[config.mk]
export PLATFORM = sky130hd
export DESIGN_NAME = cover_toggle_collector
export DESIGN_NICKNAME = d
export VERILOG_FILES = /design/src/rtl/cover_toggle_collector.sv
export SDC_FILE = /design/constraint.sdc
export NUM_CORES = 1
export LEC_CHECK = 0
export ABC_CLOCK_PERIOD_IN_PS = 2700
export BUFFER_PORTS_ARGS = -buffer_cell sky130_fd_sc_hd__buf_2
export CAP_MARGIN = 10
export CORE_MARGIN = 2
export CORE_UTILIZATION = 50
export CTS_BUF_LIST = sky130_fd_sc_hd__clkbuf_2 sky130_fd_sc_hd__clkbuf_4 sky130_fd_sc_hd__clkbuf_8
export DETAILED_ROUTE_END_ITERATION = 7
export GPL_TIMING_DRIVEN = 0
export HOLD_SLACK_MARGIN = 0.06
export PLACE_DENSITY = 0.73
export SYNTH_ARGS = -nofsm -noshare
export SYNTH_HDL_FRONTEND = slang
export SYNTH_SLANG_ARGS = --single-unit
[constraint.sdc]
create_clock -name clock -period 2.7 [get_ports clock]
set_clock_uncertainty 0.05 [all_clocks]
set_input_delay 0.405 -clock clock [delete_from_list [all_inputs] [get_ports clock]]
set_output_delay 0.405 -clock clock [all_outputs]
set_load 0.02 [all_outputs]
[src/rtl/cover_toggle_collector.sv]
// cover_toggle_collector: latches each coverage point on its first hit and drains new cover indices over valid/ready.
// Optional COVER_HIT_COUNT_EN macro adds covered_cnt, the number of covered points.
module cover_toggle_collector #(
    parameter int WIDTH       = 40,
    parameter int COVER_INDEX = 0,
    parameter int COVER_TOTAL = 38253,
    parameter int IDX_W       = 32
) (
    input  logic             clock,
    input  logic             reset,
    input  logic [WIDTH-1:0] valid,
    input  logic             clear,
    output logic             out_valid,
    input  logic             out_ready,
    output logic [IDX_W-1:0] out_index,
    output logic             pending_any
`ifdef COVER_HIT_COUNT_EN
    ,
    output logic [$clog2(WIDTH+1)-1:0] covered_cnt
`endif
);
    localparam int SEL_W = WIDTH > 1 ? $clog2(WIDTH) : 1;

    typedef enum logic {EMPTY, FULL} state_t;

    state_t             state;
    logic [WIDTH-1:0]   seen, pending, seen_eff, new_hits, take;
    logic [SEL_W-1:0]   sel;
    logic               load;

    always_comb begin
        sel = '0;
        for (int i = WIDTH - 1; i >= 0; i--)
            sel = pending[i] ? SEL_W'(i) : sel;
    end

    assign seen_eff    = clear ? '0 : seen;
    assign new_hits    = valid & ~seen_eff;
    assign load        = |pending && (state == EMPTY || out_ready);
    assign take        = load ? WIDTH'(1) << sel : '0;
    assign out_valid   = state == FULL;
    assign pending_any = |pending;

    always_ff @(posedge clock) begin
        if (reset) begin
            seen      <= '0;
            pending   <= '0;
            state     <= EMPTY;
            out_index <= '0;
        end else begin
            seen    <= seen_eff | valid;
            pending <= (clear ? '0 : pending & ~take) | new_hits;
            // A load refills the output; an accepted index with nothing pending empties it.
            if (load) begin
                state     <= FULL;
                out_index <= IDX_W'(COVER_INDEX) + IDX_W'(sel);
            end else if (state == FULL && out_ready) begin
                state <= EMPTY;
            end
        end
    end

`ifdef COVER_HIT_COUNT_EN
    always_ff @(posedge clock) begin
        if (reset)
            covered_cnt <= '0;
        else
            covered_cnt <= $bits(covered_cnt)'($countones(seen_eff | valid));
    end
`endif

    always_ff @(posedge clock) begin
        if (!reset)
            assert (COVER_INDEX + WIDTH <= COVER_TOTAL);
    end
endmodule

==> flow_results.org, run 1 <==
** STA
- For this run, the top clock speed supported by timing is 0.395 GHz.
- Final critical path time including I/O delays and setup :: 2.53 ns
- Part of the cycle the worst path needs :: 93.9%
- Final number of setup-violating endpoints :: 0
- The number of pins exceeding their max-slew limit in the final report was 0.
- The worst pin sits at a relative slew slack of 57.9%.
- Hold violation count in the final report :: 0
- Setup repair after global routing could not meet its margin everywhere.
- At the pin with the least slew margin, the transition time is 0.631 ns.
- For the final routed database, the setup TNS stands at 0 ns.
- Hold timing on the final database bottoms out at a slack of 0.207 ns.
- Worst setup margin :: 0.165 ns

** Route
- Via count :: 3966
- Routed WL per cell :: 16.0 µm
- Routed length on met2 :: 5040 µm
- Number of DRC violations after detailed routing :: 0
- WL met1 :: 5190 µm
- The highest layer touched by signal routing is met4.
- Using the TritonRoute via totals, the vias-per-cell ratio works out to 5.62.
- First DRT Iteration DRCs :: 305
- After detailed routing, the met3 layer carries 843 µm of wire.
- Remaining number of nets flagged by the antenna check after routing :: 0
- DRT Wirelength :: 11300 µm
- The pre-antenna-repair detailed-routing pass consisted of 5 iterations.

** Job
- Max_cap viols :: 0

** Logic synthesis
- Sequential share of the synthesized area :: 42.9%
- The most used flip-flop cell after synthesis is dfxtp_1.
- Summing every instance area after synthesis gives 0.00406 mm².
- In this run, synthesis inferred 0 flip-flops with an integrated enable.
- For this run, the number of Yosys warnings is 0.
- Cell taking the most area after synthesis :: dfxtp_1
- Unique cell type count in the Yosys netlist :: 49
- After synthesis the netlist holds a flip-flop and latch count of 87.
- Area share of the leading cell type in the synthesized netlist :: 42.9%
- Average instance area after synthesis :: 7.90 µm²
- Largest cells by area after synthesis :: dfxtp_1, a21oi_1, nor2_1, nand2_1, buf_4
- Asr flop ratio synth :: 0%
- Synthesis produced a netlist whose cell count is 513.

** Setup path
- For the worst flop-to-flop path, the logic depth is 8.
- Crit. Startpoint :: pending[0]$_SDFF_PP0_
- Worst endpoint data arrival time :: 2.08 ns
- The number of buffers and inverters on the critical path is 1.
- CP delay by family, top :: simple AND/OR/NAND/NOR gates
- Largest fanout on the critical path :: 6
- The startpoint identified for the worst register-to-register timing path is pending[39]$_SDFF_PP0_.
- The signal on the critical path passes through nor4_2, nand2_2, nor2_1, nand4_1, buf_2.
- The critical path is of the register to primary output type.
- Data required, critical path :: 2.25 ns
- For flop-to-flop paths, the worst setup slack is 0.19 ns.
- Startpoint types :: register
- Crit-path max cell delay :: 0.46 ns
- For this design, the slowest cell found on the critical path is nor4_2.
- Endpoint type of the worst setup path :: primary output
- The worst register-to-register path ends at out_index[0]$_SDFFE_PP0P_.

** Min path
- For hold timing, the worst endpoint is seen[28]$_SDFF_PP0_.
- In this run the worst hold path is classified as input port to register.
- Min-delay src :: valid[28]
- Worst hold path depth :: 3

** Pwr
- IR analysis of the VDD net gives a maximum drop of 328 µV.
- Static Leak :: 2.01 nW
- Power spread over the standard cell area amounts to 627 mW/mm².
- Total power of the final layout :: 3.01 mW

** Cells and area
- Nets@finish :: 643
- Area Overhead vs Synth :: 18.2%
- Of the cells placed in the final design, the portion with a size suffix greater than 1 is 18.5%.
- Antenna diode instance count :: 0
- Leading cell type in the layout, fill and taps excluded :: dfxtp_1
- The library cells used most frequently in the layout, excluding fill and tap cells, are dfxtp_1, nor2_1, a21oi_1.

** Floorplanning
- Once the floorplan was initialized, standard cells occupied 51.9% of the core.
- The floorplan has 32 rows.
- Die height :: 94.1 µm
- DIE AREA :: 0.00885 mm²
- The region available for standard cell placement spans 0.00781 mm².
- Die width :: 94.1 µm
- Ports :: 78

** Clock network
- Setup fix buffers added after clock tree synthesis :: 0
- CTS sink cnt :: 87
- H-tree level count :: 3
- Clock root buffer :: clkbuf_8
- Clock network latency to the later pin of the worst-skew pair :: 0.36 ns
- TritonCTS built the clock tree.
- Max Buffers Root-to-Sink :: 2
- TritonCTS created 9 clock buffers.
- Clock-pin slew was measured on the worst setup and hold paths at 0.10 ns.

** Place
- Count of port buffers added during placement :: 50
- Weighted congestion reported at the end of routability-driven placement :: 0.912
- Worst slack at placement :: 0.0879 ns
- Half-perimeter wire length of the detailed placement result :: 8310 µm

** Global route
- Largest net degree at the start of global routing :: 17
- The first global-routing pass estimated 17900 µm of wire.
- Number of global-route vias before repair :: 3512
- Antenna violations before repair :: 0
- For this run, the total global-route usage over all layers was measured as 26.2%.
- Aggregate global routing overflow :: 0

** Outcome
- The run finished with clean final reports.
-- synth_stat cells (all sizes together), types with 6 or more instances --
master and number:
buf 33, o311ai 30, clkbuf 18, nor2b 19, nor2 67, inv 31, a21oi 60, nand2b 11
nor3 13, nand3 6, nor4 12, o21ai 25, dfxtp 87, nand2 56
-- power breakdown --
part,switching (mW),total (mW),leakage [nW],internal (mW)
clock,0.507,0.974,0.105,0.468
combinational,0.354,0.565,1.18,0.211
sequential,0.0892,1.47,0.726,1.38
total,0.950,3.01,2.01,2.06
-- worst max path at each step --
stage	cells after the start	endpoint	slack (ns)
5_1_grt	8	out_index[0]$_SDFFE_PP0P_	-0.01
3_5_place_dp	6	pending[38]$_SDFF_PP0_	0.09
2_1_floorplan	8	pending[8]$_SDFF_PP0_	0.62
3_3_place_gp	6	pending[38]$_SDFF_PP0_	0.14
4_1_cts	6	pending[38]$_SDFF_PP0_	0.09
6_report	5	pending_any	0.17
-- routing by layer --
metal	track usage, %	vias to the layer above
met5	0	-
met4	7.97	0
met3	3.69	21
met2	39.9	188
met1	38.4	1823
li1	-	1934
-- metrics by stage --
| step | utilization (%) | cell area, µm² | cells |
|---|---|---|---|
| 4_1_cts | 60.7 | 4740 | 706 |
| 3_3_place_gp | 58.0 | 4530 | 690 |
| 2_1_floorplan | - | 4150 | 538 |
| 5_1_grt | 61.4 | 4790 | 706 |
| 6_report | 61.4 | 4790 | 706 |
| 3_5_place_dp | 58.0 | 4530 | 690 |
-- cells by family (layout without fill, tap and decap cells) --
| group | count (synthesis) | count (layout) | synth area share (%) |
|---|---|---|---|
| and+or+nand+nor | 196 | 196 | 22.6 |
| AOI/OAI and AO/OA | 147 | 147 | 24.0 |
| DFF | 87 | 87 | 42.9 |
| buffers and inverters | 82 | 148 | 10.4 |
| other | 1 | 26 | 0.0925 |
-- state kept, by name (all words and copies together) (netlist names) --
name	flops
out_valid	1
pending	40
out_index	6
seen	40
-- layout make-up --
class | count | area [µm²]
repair buffers | 50 | 250
clock inverters | 6 | 75.1
multi-input cells | 369 | 2040
clock buffers | 10 | 138
inverters | 31 | 116
well taps | 102 | 128
fillers | 744 | 3010
flip-flops and latches | 87 | 1740
plain buffers | 51 | 304
-- tightest hold or removal path, delay by kind of cell --
kind,cells,cell delay (ns)
buf+inv,1,0.09
compound gates,1,0.03
simple gates,1,0.07
-- repair_timing --
action,in CTS,in global routing
hold buffers,0,0
resized for setup,0,10
endpoints found under the setup margin,0,21
Power figures use the tool's default switching activity.
==> run 2, diff against run 1 <==
Settings changed: ABC_AREA set to 1, TNS_END_PERCENT set to 100.
==> flow_results.org, run 2 <==
** Outcome
- The flow ran to the end, but the final reports show violations.
- The final reports fail on setup timing.

** STA
- Setup repair after global routing could not meet its margin everywhere.
- The final-report hold violation count is 0 (unchanged).
- The transition time at the pin with the least slew margin is 0.706 ns (+0.0752 ns).
- Max-slew headroom :: 52.9% (-5.0 points)
- The smallest setup slack after layout is -0.473 ns (-0.638 ns).
- Final number of setup-violating endpoints :: 41 (+41)
- Part of the cycle the worst path needs :: 118% (+24 points)
- Final sum of negative setup slack :: -15.67 ns (-15.67 ns)
- Final critical path time including I/O delays and setup :: 3.17 ns (+0.638 ns)
- Final Slew Violations :: 0 (unchanged)
- The worst slack on hold paths was 0.234 ns (+0.0269 ns).
- The highest clock rate came to 0.315 GHz (-20%).

** Cells and area
- Commonest cells after routing, fill and taps aside :: nand2_1, inv_1, dfxtp_1
- Area Overhead vs Synth :: 19.5%
- The number of inserted diodes came to 0 (unchanged).
- Multi-input gate area in the final layout :: 0.00194 mm² (-4.8%)
- Number of non-filler instances in the completed layout :: 807 (+14%)
- The share of final-layout standard cells stronger than drive strength 1 came to 20.2% (+1.7 points).
- Number of inserted filler cells in the final layout :: 788 (+5.9%)
- Leading cell type in the layout, fill and taps excluded :: nand2_1
- The largest registers in the layout are pending x40, seen x40, out_index x6.
- Nets@finish :: 741 (+15%)
- The area of all sequential standard cells was 0.00175 mm² (+0.22%).

** Logic synthesis
- The async set-reset flop share out of synthesis was 0% (unchanged).
- The proportion of synthesized chip area in sequential cells is 42.0% (-0.97 points).
- The post-synthesis area per instance was 6.88 µm² (-13%).
- Synth Register Bits :: 87 (unchanged)
- The gate count of the mapped netlist came to 603 (+18%).
- dfxtp_1 takes more of the synthesized area than any other cell.
- In the post-synthesis netlist, the cell with the most instances is nand2_1.
- The most used flip-flop cell after synthesis is dfxtp_1.
- After synthesis, the cell types taking the most area are dfxtp_1, nand2_1, a21oi_1, inv_1, buf_4.
- Unique cell type count in the Yosys netlist :: 30 (-39%)
- The total of warnings raised by yosys came to 0 (unchanged).
- Area share of the leading cell type in the synthesized netlist :: 42.0% (-0.97 points)
- Synth top cells by count :: nand2_1, inv_1, dfxtp_1
- The number of flops mapped to enable cells by yosys is 0 (unchanged).
- The summed instance area of the synthesized netlist was 0.00415 mm² (+2.3%).

** Global route
- Fraction of met3 tracks used by global routing :: 4.27% (+0.58 points)
- Antenna violations before repair :: 0 (unchanged)
- The pin count of the biggest net entering global routing was 14 (-3).
- The via count of the first global-routing pass was 3538 (+0.74%).
- Met2 GRT Util :: 41.1% (+1.2 points)
- All-Layer GR Usage :: 24.2% (-2.0 points)
- The leftover overflow at the end of global routing came to 0 (unchanged).
- The first-pass GRT wire length is 16700 µm (-7.0%).
- The met1 usage was 29.9% (-8.5 points).
- Global-route layer with the greatest usage :: met2

** Pwr
- Switching component of the power :: 0.861 mW (-9.3%)
- The standby leakage power came to 2.44 nW (+21%).
- The portion of total power attributed to sequential cells was 49.4% (+0.6 points).
- The share of total power in the clock network was 30.5% (-1.9 points).
- The share of total power consumed by net switching came to 30.0% (-1.6 points).
- The largest vdd supply drop was 305 µV (-7.2%).
- PD cells :: 579 mW/mm² (-7.6%)
- The combinational share of power was 20.2% (+1.4 points).
- The total internal power is 2.01 mW (-2.2%).

** Route
- The DRC violation count after routing is 0 (unchanged).
- The number of nets still failing antenna checks after routing is 0 (unchanged).
- Ratio of routed vias to standard cells :: 4.90 (-13%)
- Via count :: 3957 (-0.23%)
- The post-detailed-route wirelength per cell is 13.0 µm (-18%).
- First DRT Iteration DRCs :: 226 (-26%)
- The routed wire length is 10500 µm (-6.7%).
- The first-pass detailed-route iteration total was 5 (unchanged).

** Setup path
- The highest net fanout along the worst path was 5 (-1).
- The critical path is of the register to register type.
- Startpoint types :: register
- The stage delay of the slowest cell on the critical path is 0.33 ns (-0.13 ns).
- Endpoint type of the worst setup path :: register
- The slowest stage of the critical path is the dfxtp_2 cell.
- The data required time of the worst path was 2.88 ns (+0.63 ns).
- The cell that appears most often on the critical path is nand2_1.
- Worst endpoint data arrival time :: 3.35 ns (+1.27 ns)

** Floorplanning
- DIE AREA :: 0.00904 mm² (+2.2%)
- Die height :: 95.1 µm (+1.1%)
- Ports :: 78 (unchanged)
- Std-Cell Core Area :: 0.00813 mm² (+4.2%)
- The starting density of the core was 51.0% (-0.93 points).
- The horizontal die dimension is 95.1 µm (+1.1%).
- Placement row count :: 33 (+3.1%)

** Clock network
- Clock root buffer :: clkbuf_8
- TritonCTS built the clock tree.
- The maximum number of buffers from clock root to sink is 2 (unchanged).
- The TritonCTS sink count came to 87 (unchanged).
- The count of H-tree levels built during CTS was 3 (unchanged).
- The number of buffers inserted during clock tree synthesis is 9 (unchanged).
- The clock slew at the register clock pins of the worst setup and hold paths is 0.08 ns (-0.02 ns).
- Clock network latency to the later pin of the worst-skew pair :: 0.36 ns (about the same)

** Job
- The max-cap violation count came to 0 (unchanged).

** Min path
- The tightest min-delay check is of the input port to register type.

** Place
- Count of port buffers added during placement :: 50 (unchanged)
- The final HPWL from detailed placement came to 7710 µm (-7.2%).
- The worst-case setup slack after placement was -0.500 ns (-0.588 ns).
- The final weighted congestion of routability-driven global placement is 0.926 (+1.6%).
- Number of cells in the design after placement :: 783 (+13%)
[run 2: power by group through the flow]
stage	Sequential [mW]	Clock (mW)	Combinational [mW]
floorplan	1.44	0	0.383
global placement	1.44	0	0.516
detailed placement	1.44	0	0.528
CTS	1.42	0.888	0.561
global route	1.43	0.953	0.643
finish	1.42	0.875	0.580
[run 2: logic make-up after synthesis]
| family | share of synthesized area, % |
|---|---|
| other | 0.0904 |
| flip-flops | 42.0 |
| AO/OA/AOI/OAI | 16.0 |
| AND/OR/NAND/NOR | 26.7 |
| buffers and inverters | 15.2 |
[run 2: final timing paths]
kind | cells past startpoint | from | slack [ns] | end
worst min register to register | 2 | seen[10]$_SDFF_PP0_ | 0.42 | seen[10]$_SDFF_PP0_
worst min-delay path | 3 | valid[17] | 0.23 | seen[17]$_SDFF_PP0_
worst max register to register | 43 | pending[38]$_SDFF_PP0_ | -0.47 | pending[28]$_SDFF_PP0_
worst max-delay path | 43 | pending[38]$_SDFF_PP0_ | -0.47 | pending[28]$_SDFF_PP0_
[run 2: cell type report]
| class | instances | area share [%] |
|---|---|---|
| Multi-Input combinational cell | 400 | 39.2 |
| Sequential cell | 87 | 35.2 |
| Inverter | 96 | 7.27 |
| Timing Repair Buffer | 58 | 6.34 |
| Buffer | 45 | 5.43 |
| Clock buffer | 13 | 3.61 |
| Tap cell | 105 | 2.65 |
| Clock inverter | 3 | 0.303 |
[run 2: through the flow]
stage,area [µm²],power (mW),util (%)
after floorplan,4240,1.82,-
after global placement,4620,1.96,56.9
after detailed placement,4620,1.97,56.9
after CTS,4930,2.87,60.6
after global routing,4960,3.02,60.9
final,4960,2.87,60.9
[run 2: routing by layer]
metal  wire (µm)  vias up
met3         544       26
met2        5080      123
met5           0        -
li1            -     2044
met4         284        0
met1        4610     1764
[run 2: critical path: cells and delay by family, from the launching register on]
family / cells / cell delay, ns
AOI/OAI and AO/OA: 2 / 0.31
buffers and inverters: 1 / 0.04
and+or+nand+nor: 40 / 2.32
DFF: 1 / 0.33
[run 2: what timing repair did]
item                       CTS  global route
setup endpoints to repair   41            42
pin swaps                   13            12
hold buffers                 0             0
buffers inserted             6             2
resized for setup           17             5
==> run 3, diff against run 2 <==
--- a/config.mk
+++ b/config.mk
@@ -10,7 +10,9 @@
 export BUFFER_PORTS_ARGS = -buffer_cell sky130_fd_sc_hd__buf_2
 export CAP_MARGIN = 10
+export CORE_ASPECT_RATIO = 1.4
 export CORE_MARGIN = 2
 export CORE_UTILIZATION = 50
 export CTS_BUF_LIST = sky130_fd_sc_hd__clkbuf_2 sky130_fd_sc_hd__clkbuf_4 sky130_fd_sc_hd__clkbuf_8
+export CTS_CLUSTER_SIZE = 30
 export DETAILED_ROUTE_END_ITERATION = 7
 export GPL_TIMING_DRIVEN = 0
--- a/constraint.sdc
+++ b/constraint.sdc
@@ -3,3 +3,3 @@
 set_input_delay 0.405 -clock clock [delete_from_list [all_inputs] [get_ports clock]]
 set_output_delay 0.405 -clock clock [all_outputs]
-set_load 0.02 [all_outputs]
+set_load 0.1 [all_outputs]
==> flow_results.org, run 3 (same netlist as run 2, synthesis figures left out) <==
** Outcome
- Status :: complete, but fails checks
- Failing checks :: setup timing

** Pwr
- The portion of total power attributed to sequential cells was 45.1% (-4.3 points).
- The total net switching power is 1.02 mW (+18%).
- The combinational share of power is 23.6% (+3.4 points).
- The total power of the final layout is 3.14 mW (+9.5%).
- The share of total power consumed by net switching came to 32.4% (+2.4 points).
- The cell area power density came to 633 mW/mm² (+9.3%).
- Static Leak :: 2.43 nW (-0.23%)
- Internal power :: 2.12 mW (+5.7%)
- VDD IR max :: 442 µV (+45%)
- Clk network pwr share :: 31.4% (+0.9 points)

** Global route
- The first-pass GRT wire length came to 17000 µm (+1.8%).
- Number of global-route vias before repair :: 3699 (+4.6%)
- The number of antenna violations at the first check in global routing is 0 (unchanged).
- The leftover overflow at the end of global routing came to 0 (unchanged).
- The global-route total usage across every layer is 24.5% (+0.24 points).
- The pin count of the biggest net entering global routing came to 14 (unchanged).

** STA
- The smallest setup slack after layout came to -0.518 ns (-0.0457 ns).
- The share of the clock period used by the worst path came to 119% (+1.7 points).
- Worst Hold Margin :: 0.230 ns (-0.00442 ns)
- Hold violation count in the final report :: 0 (unchanged)
- The highest clock rate came to 0.311 GHz (-1.4%).
- The final setup violation count was 41 (unchanged).
- Final critical path time including I/O delays and setup :: 3.22 ns (+0.0457 ns)
- Final Slew Violations :: 0 (unchanged)
- RSZ-0062 raised after global routing :: true
- The transition time at the pin with the least slew margin came to 0.734 ns (+0.0277 ns).
- The headroom to the max-slew limit is 50.6% (-2.3 points).

** Place
- The final HPWL from detailed placement is 7810 µm (+1.3%).
- The number of buffers inserted by port buffering is 50 (unchanged).
- Number of cells in the design after placement :: 780 (-0.38%)
- Weighted congestion reported at the end of routability-driven placement :: 0.958 (+3.4%)

** Cells and area
- The utilization after layout came to 61.3% (+0.35 points).
- Number of non-filler instances in the completed layout :: 801 (-0.74%)
- The largest registers in the layout are pending x40, seen x40, out_index x6.
- Leading cell type in the layout, fill and taps excluded :: nand2_1
- The area growth from synthesis to layout is 19.7%.
- The share of final-layout standard cells stronger than drive strength 1 was 19.6% (-0.63 points).
- Commonest cells after routing, fill and taps aside :: nand2_1, inv_1, dfxtp_1
- The net total in the final layout came to 739 (-0.27%).
- The number of inserted diodes came to 0 (unchanged).

** Setup path
- Largest fanout on the critical path :: 8 (+3)
- The worst setup path is of the register to register kind.
- Startpoint types :: register
- STA classifies the critical path endpoint as a register.
- Data required, critical path :: 2.88 ns (about the same)
- For this design, the slowest cell found on the critical path is nor3_1.
- Traced cell by cell, the critical path runs through buf_4, nor2_1, inv_1, nor3_1, inv_1, a21oi_1, nor2_1, o21bai_1, a31oi_1, or2_2, nand3_1, inv_1, nor2_4, nand3_1, nand3_1, a21oi_1.
- Worst endpoint data arrival time :: 3.40 ns (+0.05 ns)
- The stage delay of the slowest cell on the critical path came to 0.39 ns (+0.06 ns).

** Route
- The met1 layer wirelength in the final routing was 4280 µm (-7.1%).
- WL met3 :: 525 µm (-3.5%)
- The post-detailed-route wirelength per cell is 13.1 µm (+0.33%).
- The number of vias in the routed layout came to 3941 (-0.40%).
- Number of DRC violations after detailed routing :: 0 (unchanged)
- Drt first pass iters :: 5 (unchanged)
- The routed wire length is 10500 µm (-0.42%).
- Remaining number of nets flagged by the antenna check after routing :: 0 (unchanged)
- The number of DRC markers after the initial detailed-route iteration is 221 (-2.2%).
- Top layer in use :: met4
- Routed length on met2 :: 5390 µm (+6.2%)
- Ratio of routed vias to standard cells :: 4.92 (+0.34%)

** Floorplanning
- Die width :: 81.0 µm (-15%)
- Die height :: 112 µm (+18%)
- The starting density of the core came to 51.2% (+0.21 points).
- The die area is 0.00905 mm² (+0.10%).
- The number of placement rows was 39 (+18%).
- The number of top-level pins came to 78 (unchanged).
- Std-Cell Core Area :: 0.00810 mm² (-0.42%)

** Clock network
- The count of H-tree levels built during CTS was 3 (unchanged).
- Clock root buffer :: clkbuf_8
- The number of buffers inserted during clock tree synthesis is 9 (unchanged).
- CTS clock-pin slew for the worst setup and hold paths :: 0.08 ns (about the same)
- The clock network latency to the later pin of the worst-skew pair came to 0.36 ns (about the same).
- Clock tree from TritonCTS :: yes
- Number of hold buffers added after CTS :: 0 (unchanged)
- CTS sink cnt :: 87 (unchanged)
- The maximum number of buffers from clock root to sink came to 2 (unchanged).

** Min path
- Classification of the worst-slack hold path :: input port to register

** Job
- The max-cap violation count is 0 (unchanged).
==> run 3: metrics by stage <==
stage	worst slack (ns)	cell area, µm²	TNS, ns
6_report	-0.518	4960	-17.44
3_3_place_gp	-0.516	4630	-16.88
4_1_cts	-0.461	4930	-16.44
2_1_floorplan	0.0963	4260	0
3_5_place_dp	-0.521	4630	-17.44
5_1_grt	-0.841	4960	-32.04
==> run 3: what timing repair did <==
action / CTS / global route
gates cloned: 0 / 0
endpoints found under the setup margin: 41 / 42
gates resized for setup: 12 / 8
setup buffers: 4 / 2
pin swaps: 3 / 4
==> run 3: power by group through the flow <==
stage	clock network (mW)	registers (mW)	logic, mW
floorplan	0	1.48	0.510
global placement	0	1.44	0.687
detailed placement	0	1.45	0.696
CTS	1.00	1.42	0.723
global route	1.05	1.43	0.805
finish	0.986	1.42	0.741
==> run 3: final timing paths <==
path                          start                      to  slack, ns  cells past startpoint
max          pending[38]$_SDFF_PP0_  pending[19]$_SDFF_PP0_      -0.52                     16
min                        valid[1]      seen[1]$_SDFF_PP0_       0.23                      3
min reg2reg     seen[21]$_SDFF_PP0_     seen[21]$_SDFF_PP0_       0.42                      2
max reg2reg  pending[38]$_SDFF_PP0_  pending[19]$_SDFF_PP0_      -0.52                     16
==> run 3: layer usage <==
| layer | track usage (%) | vias to the layer above |
|---|---|---|
| li1 | - | 2031 |
| met1 | 28.4 | 1766 |
| met2 | 42.1 | 122 |
| met3 | 5.11 | 22 |
| met4 | 11.4 | 0 |
| met5 | 0 | - |
==> run 3: cell type report <==
cell class / count / area (µm²)
Inverter: 96 / 360
Multi-Input combinational cell: 400 / 1950
Buffer: 45 / 269
Tap cell: 102 / 128
Clock buffer: 11 / 145
Fill cell: 831 / 3140
Clock inverter: 4 / 70.1
Sequential cell: 87 / 1740
Timing Repair Buffer: 56 / 299
==> run 3: worst max-delay path, delay by kind of cell, from the launching register on <==
kind            cells  cell delay (ns)
simple gates        8             1.67
buf+inv             4             0.57
compound gates      4             0.44
flops               1             0.33
